==> config.mk <==
export PLATFORM = sky130hd
export DESIGN_NAME = load_store_unit
export DESIGN_NICKNAME = d
export VERILOG_FILES = /design/src/rtl/mem_pkg.sv /design/src/rtl/load_store_unit_load_align.sv /design/src/rtl/load_store_unit.sv
export SDC_FILE = /design/constraint.sdc
export NUM_CORES = 1
export LEC_CHECK = 0
export ABC_AREA = 1
export BUFFER_PORTS_ARGS = -buffer_cell sky130_fd_sc_hd__buf_2
export CAP_MARGIN = 20
export CORE_MARGIN = 3
export CORE_UTILIZATION = 35
export CTS_CLUSTER_DIAMETER = 50
export DETAILED_ROUTE_END_ITERATION = 10
export PLACE_DENSITY = 0.59
export SLEW_MARGIN = 20
export SYNTH_ARGS = -nofsm -noshare
export SYNTH_HDL_FRONTEND = slang
export SYNTH_SLANG_ARGS = --single-unit
==> constraint.sdc <==
create_clock -name clk -period 4 [get_ports clk]
set_input_delay 0.6 -clock clk [delete_from_list [all_inputs] [get_ports clk]]
set_output_delay 0.6 -clock clk [all_outputs]
set_load 0.005 [all_outputs]
==> src/rtl/mem_pkg.sv <==
// Shared definitions for the load/store unit: RISC-V funct3 size codes,
// controller state encoding and small access-classification helpers.
package mem_pkg;

    localparam logic [2:0] MEM_B  = 3'b000;
    localparam logic [2:0] MEM_H  = 3'b001;
    localparam logic [2:0] MEM_W  = 3'b010;
    localparam logic [2:0] MEM_BU = 3'b100;
    localparam logic [2:0] MEM_HU = 3'b101;

    typedef enum logic [1:0] {
        IDLE    = 2'd0,
        ACCESS  = 2'd1,
        ACCESS2 = 2'd2,
        RESPOND = 2'd3
    } lsu_state_t;

    // Loads accept signed/unsigned byte and half plus word; stores only the
    // signed size codes, since sign has no meaning for a write.
    function automatic logic is_illegal(input logic we, input logic [2:0] func3);
        if (we) begin
            return func3[2] || (func3[1:0] == 2'b11);
        end
        return (func3 == 3'b011) || (func3 == 3'b110) || (func3 == 3'b111);
    endfunction

    // An access is misaligned when it spills past the end of its word.
    // A half at offset 1 still fits in bytes 1..2 and is fine.
    function automatic logic is_misaligned(input logic [2:0] func3, input logic [1:0] off);
        return ((func3[1:0] == 2'b01) && (off == 2'd3)) ||
               ((func3[1:0] == 2'b10) && (off != 2'd0));
    endfunction

    // Byte-enable pattern of an access before it is shifted to its lane.
    function automatic logic [3:0] base_mask(input logic [2:0] func3);
        case (func3[1:0])
            2'b00:   return 4'b0001;
            2'b01:   return 4'b0011;
            default: return 4'b1111;
        endcase
    endfunction

endpackage

==> src/rtl/load_store_unit_load_align.sv <==
// load_align: picks the addressed bytes out of a 64-bit read window
// (high word only meaningful for split accesses), then sign- or
// zero-extends them according to funct3.
module load_align
    import mem_pkg::*;
(
    input  logic [63:0] window,
    input  logic [1:0]  offset,
    input  logic [2:0]  func3,
    output logic [31:0] rdata
);

    logic [31:0] shifted;

    assign shifted = 32'(window >> {offset, 3'b000});

    // Mask to access size and extend to a full register word.
    always_comb begin
        rdata = shifted;
        case (func3)
            MEM_B:   rdata = {{24{shifted[7]}}, shifted[7:0]};
            MEM_H:   rdata = {{16{shifted[15]}}, shifted[15:0]};
            MEM_BU:  rdata = {24'h0, shifted[7:0]};
            MEM_HU:  rdata = {16'h0, shifted[15:0]};
            default: rdata = shifted;
        endcase
    end

endmodule

==> src/rtl/load_store_unit.sv <==
// load_store_unit: byte-addressed front end to a word-wide synchronous RAM.
// Accepts one request in IDLE, performs one (or, for a split misaligned
// access, two) word cycles, and returns a single-cycle response.
// Build option: MISALIGNED_SPLIT_EN -- when defined, misaligned accesses are
// carried out as two word accesses; otherwise they are rejected with rsp_err.
module load_store_unit
    import mem_pkg::*;
#(
    parameter int ADDR_WIDTH = 32
) (
    input  logic                  clk,
    input  logic                  reset,
    input  logic                  req_valid,
    output logic                  req_ready,
    input  logic                  req_we,
    input  logic [ADDR_WIDTH-1:0] req_addr,
    input  logic [2:0]            req_func3,
    input  logic [31:0]           req_wdata,
    output logic                  rsp_valid,
    output logic [31:0]           rsp_rdata,
    output logic                  rsp_err,
    output logic [ADDR_WIDTH-3:0] mem_addr,
    output logic                  mem_wen,
    output logic [3:0]            mem_wstrb,
    output logic [31:0]           mem_wdata,
    input  logic [31:0]           mem_rdata
);

    lsu_state_t            state_q, state_d;
    logic                  we_q;
    logic [ADDR_WIDTH-1:0] addr_q;
    logic [2:0]            func3_q;
    logic [31:0]           wdata_q;
    logic                  err_q;

    logic                  req_reject;
    logic [1:0]            off;
    logic [ADDR_WIDTH-3:0] word_addr;
    logic [3:0]            strb_lo;
    logic [31:0]           wdata_lo;
    logic [63:0]           rd_window;
    logic [31:0]           load_word;

`ifdef MISALIGNED_SPLIT_EN
    logic                  split_q;
    logic [31:0]           held_q;
    logic [3:0]            strb_hi;
    logic [31:0]           wdata_hi;

    // Misaligned requests are legal here; only a bad funct3 is refused.
    assign req_reject = is_illegal(req_we, req_func3);
    assign {strb_hi, strb_lo}   = {4'h0, base_mask(func3_q)} << off;
    assign {wdata_hi, wdata_lo} = {32'h0, wdata_q} << {off, 3'b000};
    assign rd_window = split_q ? {mem_rdata, held_q} : {32'h0, mem_rdata};
`else
    assign req_reject = is_illegal(req_we, req_func3) ||
                        is_misaligned(req_func3, req_addr[1:0]);
    assign strb_lo   = base_mask(func3_q) << off;
    assign wdata_lo  = wdata_q << {off, 3'b000};
    assign rd_window = {32'h0, mem_rdata};
`endif

    assign off       = addr_q[1:0];
    assign word_addr = addr_q[ADDR_WIDTH-1:2];

    load_align u_load_align (
        .window (rd_window),
        .offset (off),
        .func3  (func3_q),
        .rdata  (load_word)
    );

    // State register plus the request captured at acceptance.
    always_ff @(posedge clk) begin
        if (reset) begin
            state_q <= IDLE;
            we_q    <= 1'b0;
            addr_q  <= '0;
            func3_q <= 3'b000;
            wdata_q <= 32'h0;
            err_q   <= 1'b0;
`ifdef MISALIGNED_SPLIT_EN
            split_q <= 1'b0;
            held_q  <= 32'h0;
`endif
        end else begin
            state_q <= state_d;
            if (state_q == IDLE && req_valid) begin
                we_q    <= req_we;
                addr_q  <= req_addr;
                func3_q <= req_func3;
                wdata_q <= req_wdata;
                err_q   <= req_reject;
`ifdef MISALIGNED_SPLIT_EN
                split_q <= is_misaligned(req_func3, req_addr[1:0]);
`endif
            end
`ifdef MISALIGNED_SPLIT_EN
            // Low word of a split read arrives while the high word is addressed.
            if (state_q == ACCESS2) begin
                held_q <= mem_rdata;
            end
`endif
        end
    end

    // Next-state and output decode; reset forces every output quiet.
    always_comb begin
        state_d   = state_q;
        req_ready = 1'b0;
        rsp_valid = 1'b0;
        rsp_rdata = 32'h0;
        rsp_err   = 1'b0;
        mem_addr  = '0;
        mem_wen   = 1'b0;
        mem_wstrb = 4'h0;
        mem_wdata = 32'h0;
        case (state_q)
            IDLE: begin
                req_ready = 1'b1;
                if (req_valid) begin
                    state_d = req_reject ? RESPOND : ACCESS;
                end
            end
            ACCESS: begin
                mem_addr = word_addr;
                if (we_q) begin
                    mem_wen   = 1'b1;
                    mem_wstrb = strb_lo;
                    mem_wdata = wdata_lo;
                end
`ifdef MISALIGNED_SPLIT_EN
                state_d = split_q ? ACCESS2 : RESPOND;
`else
                state_d = RESPOND;
`endif
            end
`ifdef MISALIGNED_SPLIT_EN
            ACCESS2: begin
                mem_addr = word_addr + 1'b1;
                if (we_q) begin
                    mem_wen   = 1'b1;
                    mem_wstrb = strb_hi;
                    mem_wdata = wdata_hi;
                end
                state_d = RESPOND;
            end
`endif
            RESPOND: begin
                rsp_valid = 1'b1;
                rsp_err   = err_q;
                rsp_rdata = (err_q || we_q) ? 32'h0 : load_word;
                state_d   = IDLE;
            end
            default: state_d = IDLE;
        endcase
        if (reset) begin
            state_d   = IDLE;
            req_ready = 1'b0;
            rsp_valid = 1'b0;
            rsp_rdata = 32'h0;
            rsp_err   = 1'b0;
            mem_addr  = '0;
            mem_wen   = 1'b0;
            mem_wstrb = 4'h0;
            mem_wdata = 32'h0;
        end
    end

endmodule

## Word level (Yosys, flattened, before mapping)

Cells that the tools add are included.
Widths: inputs -> output; s select.

- Register bits after elaboration: 71
- Bits of input ports: 103
- Logic and storage cells: 64

- Shift operators: 3
- Multiplexer cells: 28
- Equal/unequal tests: 14
- Reductions and logical operators: 13

Operator list:

| operator | count |
|---|---|
| $mux 32 | 6 |
| $pmux 32 s4 | 1 |
| $mux 30 | 2 |
| $shl 32x5->32 | 1 |
| $shr 32x5->32 | 1 |
| $eq 3x3->1 const B | 4 |
| $mux 1 | 12 |
| $mux 4 | 3 |
| $eq 2x2->1 const B | 4 |
| $pmux 4 s2 | 1 |
| $eq 2x1->1 const B | 3 |
| $logic_or 1x1->1 | 6 |
| $logic_not 2->1 | 2 |
| $mux 2 | 2 |
| $pmux 2 s2 | 1 |
| $shl 4x2->4 | 1 |
| $eq 3x1->1 const B | 1 |
| $eq 3x2->1 const B | 1 |
| $logic_and 1x1->1 | 3 |
| $logic_not 3->1 | 1 |
| $ne 2x2->1 const B | 1 |
| $reduce_bool 2->1 | 1 |

## Logic depth before layout (Yosys ltp)

- Word-level depth: 8
- Mapped depth: 9
- Mapped depth without buffers: 8

## Modules after synthesis

Synthesis repeated with hierarchy kept, for this count alone.

- Cells, all modules: 879
- Area, all modules: 4982.3 um^2

By module, submodules not included:

| module | cells an instance | times used | seq. area each (um^2) | area each (um^2) |
|---|---|---|---|---|
| load_store_unit | 646 | 1 | 1421.4 | 3798.6 |
| load_align | 233 | 1 | 0.0 | 1183.6 |

## Least setup slack after synthesis

OpenSTA, ideal clock, no wires.

- Path type: input to output
- Start point: input port reset
- End point: output port mem_wdata[24]
- Stages on the path: 6
- Required time: 3400 ps
- Data arrival time: 1302 ps
- Setup slack: 2098 ps
- Cell sequence: inv_2 -> nand4_4 -> inv_2 -> buf_4 -> nand2_1 -> a31oi_1

- Cells in the longest elaborated chain, start to end: 1

Ends and longest elaborated chain:

| what | RTL line | text |
|---|---|---|
| start, declared | load_store_unit.sv:12 | `input logic reset,` |
| $mux 32 | load_store_unit.sv:157 | `if (reset) begin` |
| end, declared | load_store_unit.sv:25 | `output logic [31:0] mem_wdata,` |

Every way passes these cells.

## Worst setup path after layout

- Start point: register addr_q[1]
- End point: output port rsp_rdata[21]

- Cells in the longest elaborated chain, start to end: 5

Ends and longest elaborated chain:

| what | RTL line | text |
|---|---|---|
| start, declared | load_store_unit.sv:31 | `logic [ADDR_WIDTH-1:0] addr_q;` |
| start signal, assigned | load_store_unit.sv:90 | `addr_q <= req_addr;` |
| $shr 32x5->32 | load_store_unit_load_align.sv:15 | `assign shifted = 32'(window >> {offset, 3'b000});` |
| $pmux 32 s4 | load_store_unit_load_align.sv:20 | `case (func3)` |
| $mux 32 | load_store_unit.sv:152 | `rsp_rdata = (err_q \|\| we_q) ? 32'h0 : load_word;` |
| $mux 32 | load_store_unit.sv:118 | `case (state_q)` |
| $mux 32 | load_store_unit.sv:157 |  |
| end, declared | load_store_unit.sv:20 | `output logic [31:0] rsp_rdata,` |

Every way passes these cells.

==> run_results.csv <==
group,metric,value,unit
outcome,status,"finished, final reports clean",
finish,final_util,46.95,%
power,ir_drop_worst_case_vdd,223.3,uV
timing,final_setup_violating_endpoints,0,
finish,post_layout_nonfiller_instances,1086,
power,power.leakage,3.055,nW
setup_path,timing_worst_setup_path_type,"flop to output pin",
setup_path,end_kind,"output pin",
min_path,timing.hold.worst.class,"input port to flop",
route,vias_per_cell,4.765,
route,drc,0,
timing,fin_setup_tns,0,ns
grt,grt_antenna_before_repair,8,
finish,multi_input_area,0.002482,mm^2
floorplanning,die_footprint,0.01385,mm^2
route,detail-route-antenna-nets,0,
placement,final_weighted_congestion_of_routability_driven_global_placement,0.8859,
timing,finalCritPeriodShare,75.17,%
timing,skew,0.005326,ns
yosys,synthTopCellsByArea,"sky130_fd_sc_hd__dfxtp_1 (33%), sky130_fd_sc_hd__nor2_1 (17%), sky130_fd_sc_hd__nand2_1 (15%)",
timing,maxSlewHeadroom,42.34,%
clock_tree,cts.repair_timing.setup_buffer_count,0,
setup_path,req_time_crit_path,3.40,ns
route,vias,5175,
yosys,syn_area,0.004364,mm^2
clock_tree,tritoncts_clock_tree,"done",
floorplanning,core-area,0.01211,mm^2
timing,max_slew.worst_pin.slew,0.8636,ns
power,power,2.062,mW
flow_run,drv_cap,0,
setup_path,cpMaxStageDelayCell,"sky130_fd_sc_hd__inv_2",
finish,layout.area.seq,0.001423,mm^2
finish,layout.nets,1013,
grt,maximum_number_of_pins_on_one_net_before_global_route_repair,59,
timing,worst_hold_slack,0.4978,ns
yosys,netlist.area_leader.share,32.57,%
yosys,post_synth.cell_area_avg,5.898,um^2
route,wirelength,14.83,mm
floorplanning,initial_utilization,36.03,%
floorplanning,dieWidth,117.7,um
yosys,synth_warnings,0,
yosys,post_synth_inst_count,740,
floorplanning,io-pin-count,205,
setup_path,count_of_buffering_cells_on_the_critical_path_with_inverters_included,4,
timing,layout_min_cycle_time,3.007,ns
finish,area_growth_syn_to_layout,30.30,%
timing,upper_clock_frequency_limit,332.6,MHz
setup_path,worst_ep_arrival_time,2.41,ns
route,drt-initial-drc-count,365,
clock_tree,cts_repair_resize_count,0,
placement,place.port_buffers,204,
yosys,synthesis.nets,843,
yosys,synth.ff_latch_count,71,
setup_path,critPathMaxStageDelay,0.64,ns
floorplanning,std_cell_rows,40,
grt,via_count_of_the_first_global_routing_pass,4792,
setup_path,start_kind,"flop",
grt,global_route.overflow_total,0,
power,powerDensity,362.5,mW/mm^2
clock_tree,cts.clk_slew.worst_paths,0.06,ns
setup_path,path_cells,"buf_4 > inv_2 > nand3_2 > nand3_4 > nand3_4 > nand2_1 > inv_1 > buf_2",
setup_path,critical-path-top-cell-by-count,"sky130_fd_sc_hd__nand3_4",
clock_tree,cts_root_buffer,"sky130_fd_sc_hd__clkbuf_16",
yosys,yosysTopAreaCell,"sky130_fd_sc_hd__dfxtp_1",
clock_tree,htree_num_levels,3,
clock_tree,cts.sink_count,71,
finish,fill_cells,1392,
yosys,synth_cell_type_count,28,
route,detail_route.wl_per_cell,13.66,um
finish,post_route_cells_drive_above_1_share,27.32,%
setup_path,crit_fanout,52,
clock_tree,cts-root-to-sink-buffers,2,
clock_tree,clk-insertion-delay-late,0.32,ns
clock_tree,cts_hold_repair.buffers,0,
grt,grt_util_all_layers,20.98,%
setup_path,critical_path.top_delay_family,"buffers and inverters",
clock_tree,cts_inserted_buffers,9,
timing,finalHoldViolations,0,
timing,rsz0062_at_grt,"false",
route,detailedRoute.firstPassIterationCount,5,
floorplanning,die_h,117.7,um
timing,final-max-slew-violation-count,0,
placement,post-place-cells,1067,
grt,global_route_wire_length_before_repair,24.25,mm
placement,dp_hpwl,10.65,mm
yosys,yosysSeqAreaShare,32.57,%
[final cells by class]
| type | instances | share of cell area [%] |
|---|---|---|
| clock inverter | 2 | 0.2200 |
| sequential | 71 | 25.02 |
| timing repair buffer | 212 | 19.01 |
| multi-input combinational | 567 | 43.65 |
| clock buffer | 14 | 4.994 |
| antenna | 3 | 0.1320 |
| tap | 168 | 3.696 |
| inverter | 49 | 3.278 |
[final timing paths]
kind	from	endpoint	slack (ns)	cells after the start
max	addr_q[1]	rsp_rdata[21]	0.99	8
max reg2reg	state_q[0]	err_q	1.87	7
min	req_addr[25]	addr_q[25]	0.50	3
min reg2reg	addr_q[29]	addr_q[29]	0.50	2
[per-layer routing]
metal	vias to the layer above	track usage [%]	wire (um)
met5	-	0	62
met4	10	5.788	305
met3	28	6.728	1183
met2	176	32.45	6587
met1	2285	28.18	6691
li1	2676	-	-
[tightest hold or removal path, delay by kind of cell]
kind          cells  cell delay [ns]
simple gates      2             0.11
buf+inv           1             0.07
[report_power, final]
part / switching (mW) / internal [mW]
Clock: 0.280 / 0.486
Sequential: 0.0451 / 0.779
Combinational: 0.312 / 0.159
Total: 0.637 / 1.42
[synthesized netlist by cell type, drive strengths merged]
cell type and count:
a21o 1, a21oi 39, a31oi 8, buf 31
clkbuf 22, dfxtp 71, inv 49, nand2 182
nand3 32, nand4 1, nor2 197, nor3 2
o21ai 104, or2 1
[cell usage in the layout, fill, tap and decap left out, types with 2 or more instances in the layout]
cell and instances:
sky130_fd_sc_hd__o21ai_1 11, sky130_fd_sc_hd__nand2_1 180, sky130_fd_sc_hd__o21ai_0 93, sky130_fd_sc_hd__a21oi_1 39, sky130_fd_sc_hd__clkbuf_16 9, sky130_fd_sc_hd__buf_2 204, sky130_fd_sc_hd__nor2_4 2, sky130_fd_sc_hd__inv_2 8
sky130_fd_sc_hd__nand3_1 26, sky130_fd_sc_hd__inv_1 40, sky130_fd_sc_hd__clkbuf_8 4, sky130_fd_sc_hd__diode_2 3, sky130_fd_sc_hd__buf_4 8, sky130_fd_sc_hd__a31oi_1 8, sky130_fd_sc_hd__nor2_1 195, sky130_fd_sc_hd__nand3_4 3
sky130_fd_sc_hd__nand3_2 3, sky130_fd_sc_hd__dfxtp_1 70
[cells by family (layout without fill, tap and decap cells)]
logic type	after synthesis	after routing	share of synthesized area, %
buf+inv	102	277	10.55
flops	71	71	32.57
other cells	0	3	0
simple gates	415	415	39.16
compound gates	152	152	17.72
[per-stage QoR]
step / instance area (um^2) / setup WS, ns
floorplan: 4364 / 2.098
global placement: 5383 / 1.288
detailed placement: 5383 / 1.217
CTS: 5679 / 0.9905
global route: 5687 / 0.7470
finish: 5687 / 0.9932
[registers in the layout, indices dropped and copies added, names as in the netlist]
| signal | flops |
|---|---|
| addr_q | 32 |
| wdata_q | 32 |
| func3_q | 3 |
| state_q | 2 |
| err_q | 1 |
| we_q | 1 |
No activity file was read; power rests on OpenSTA's default activity.
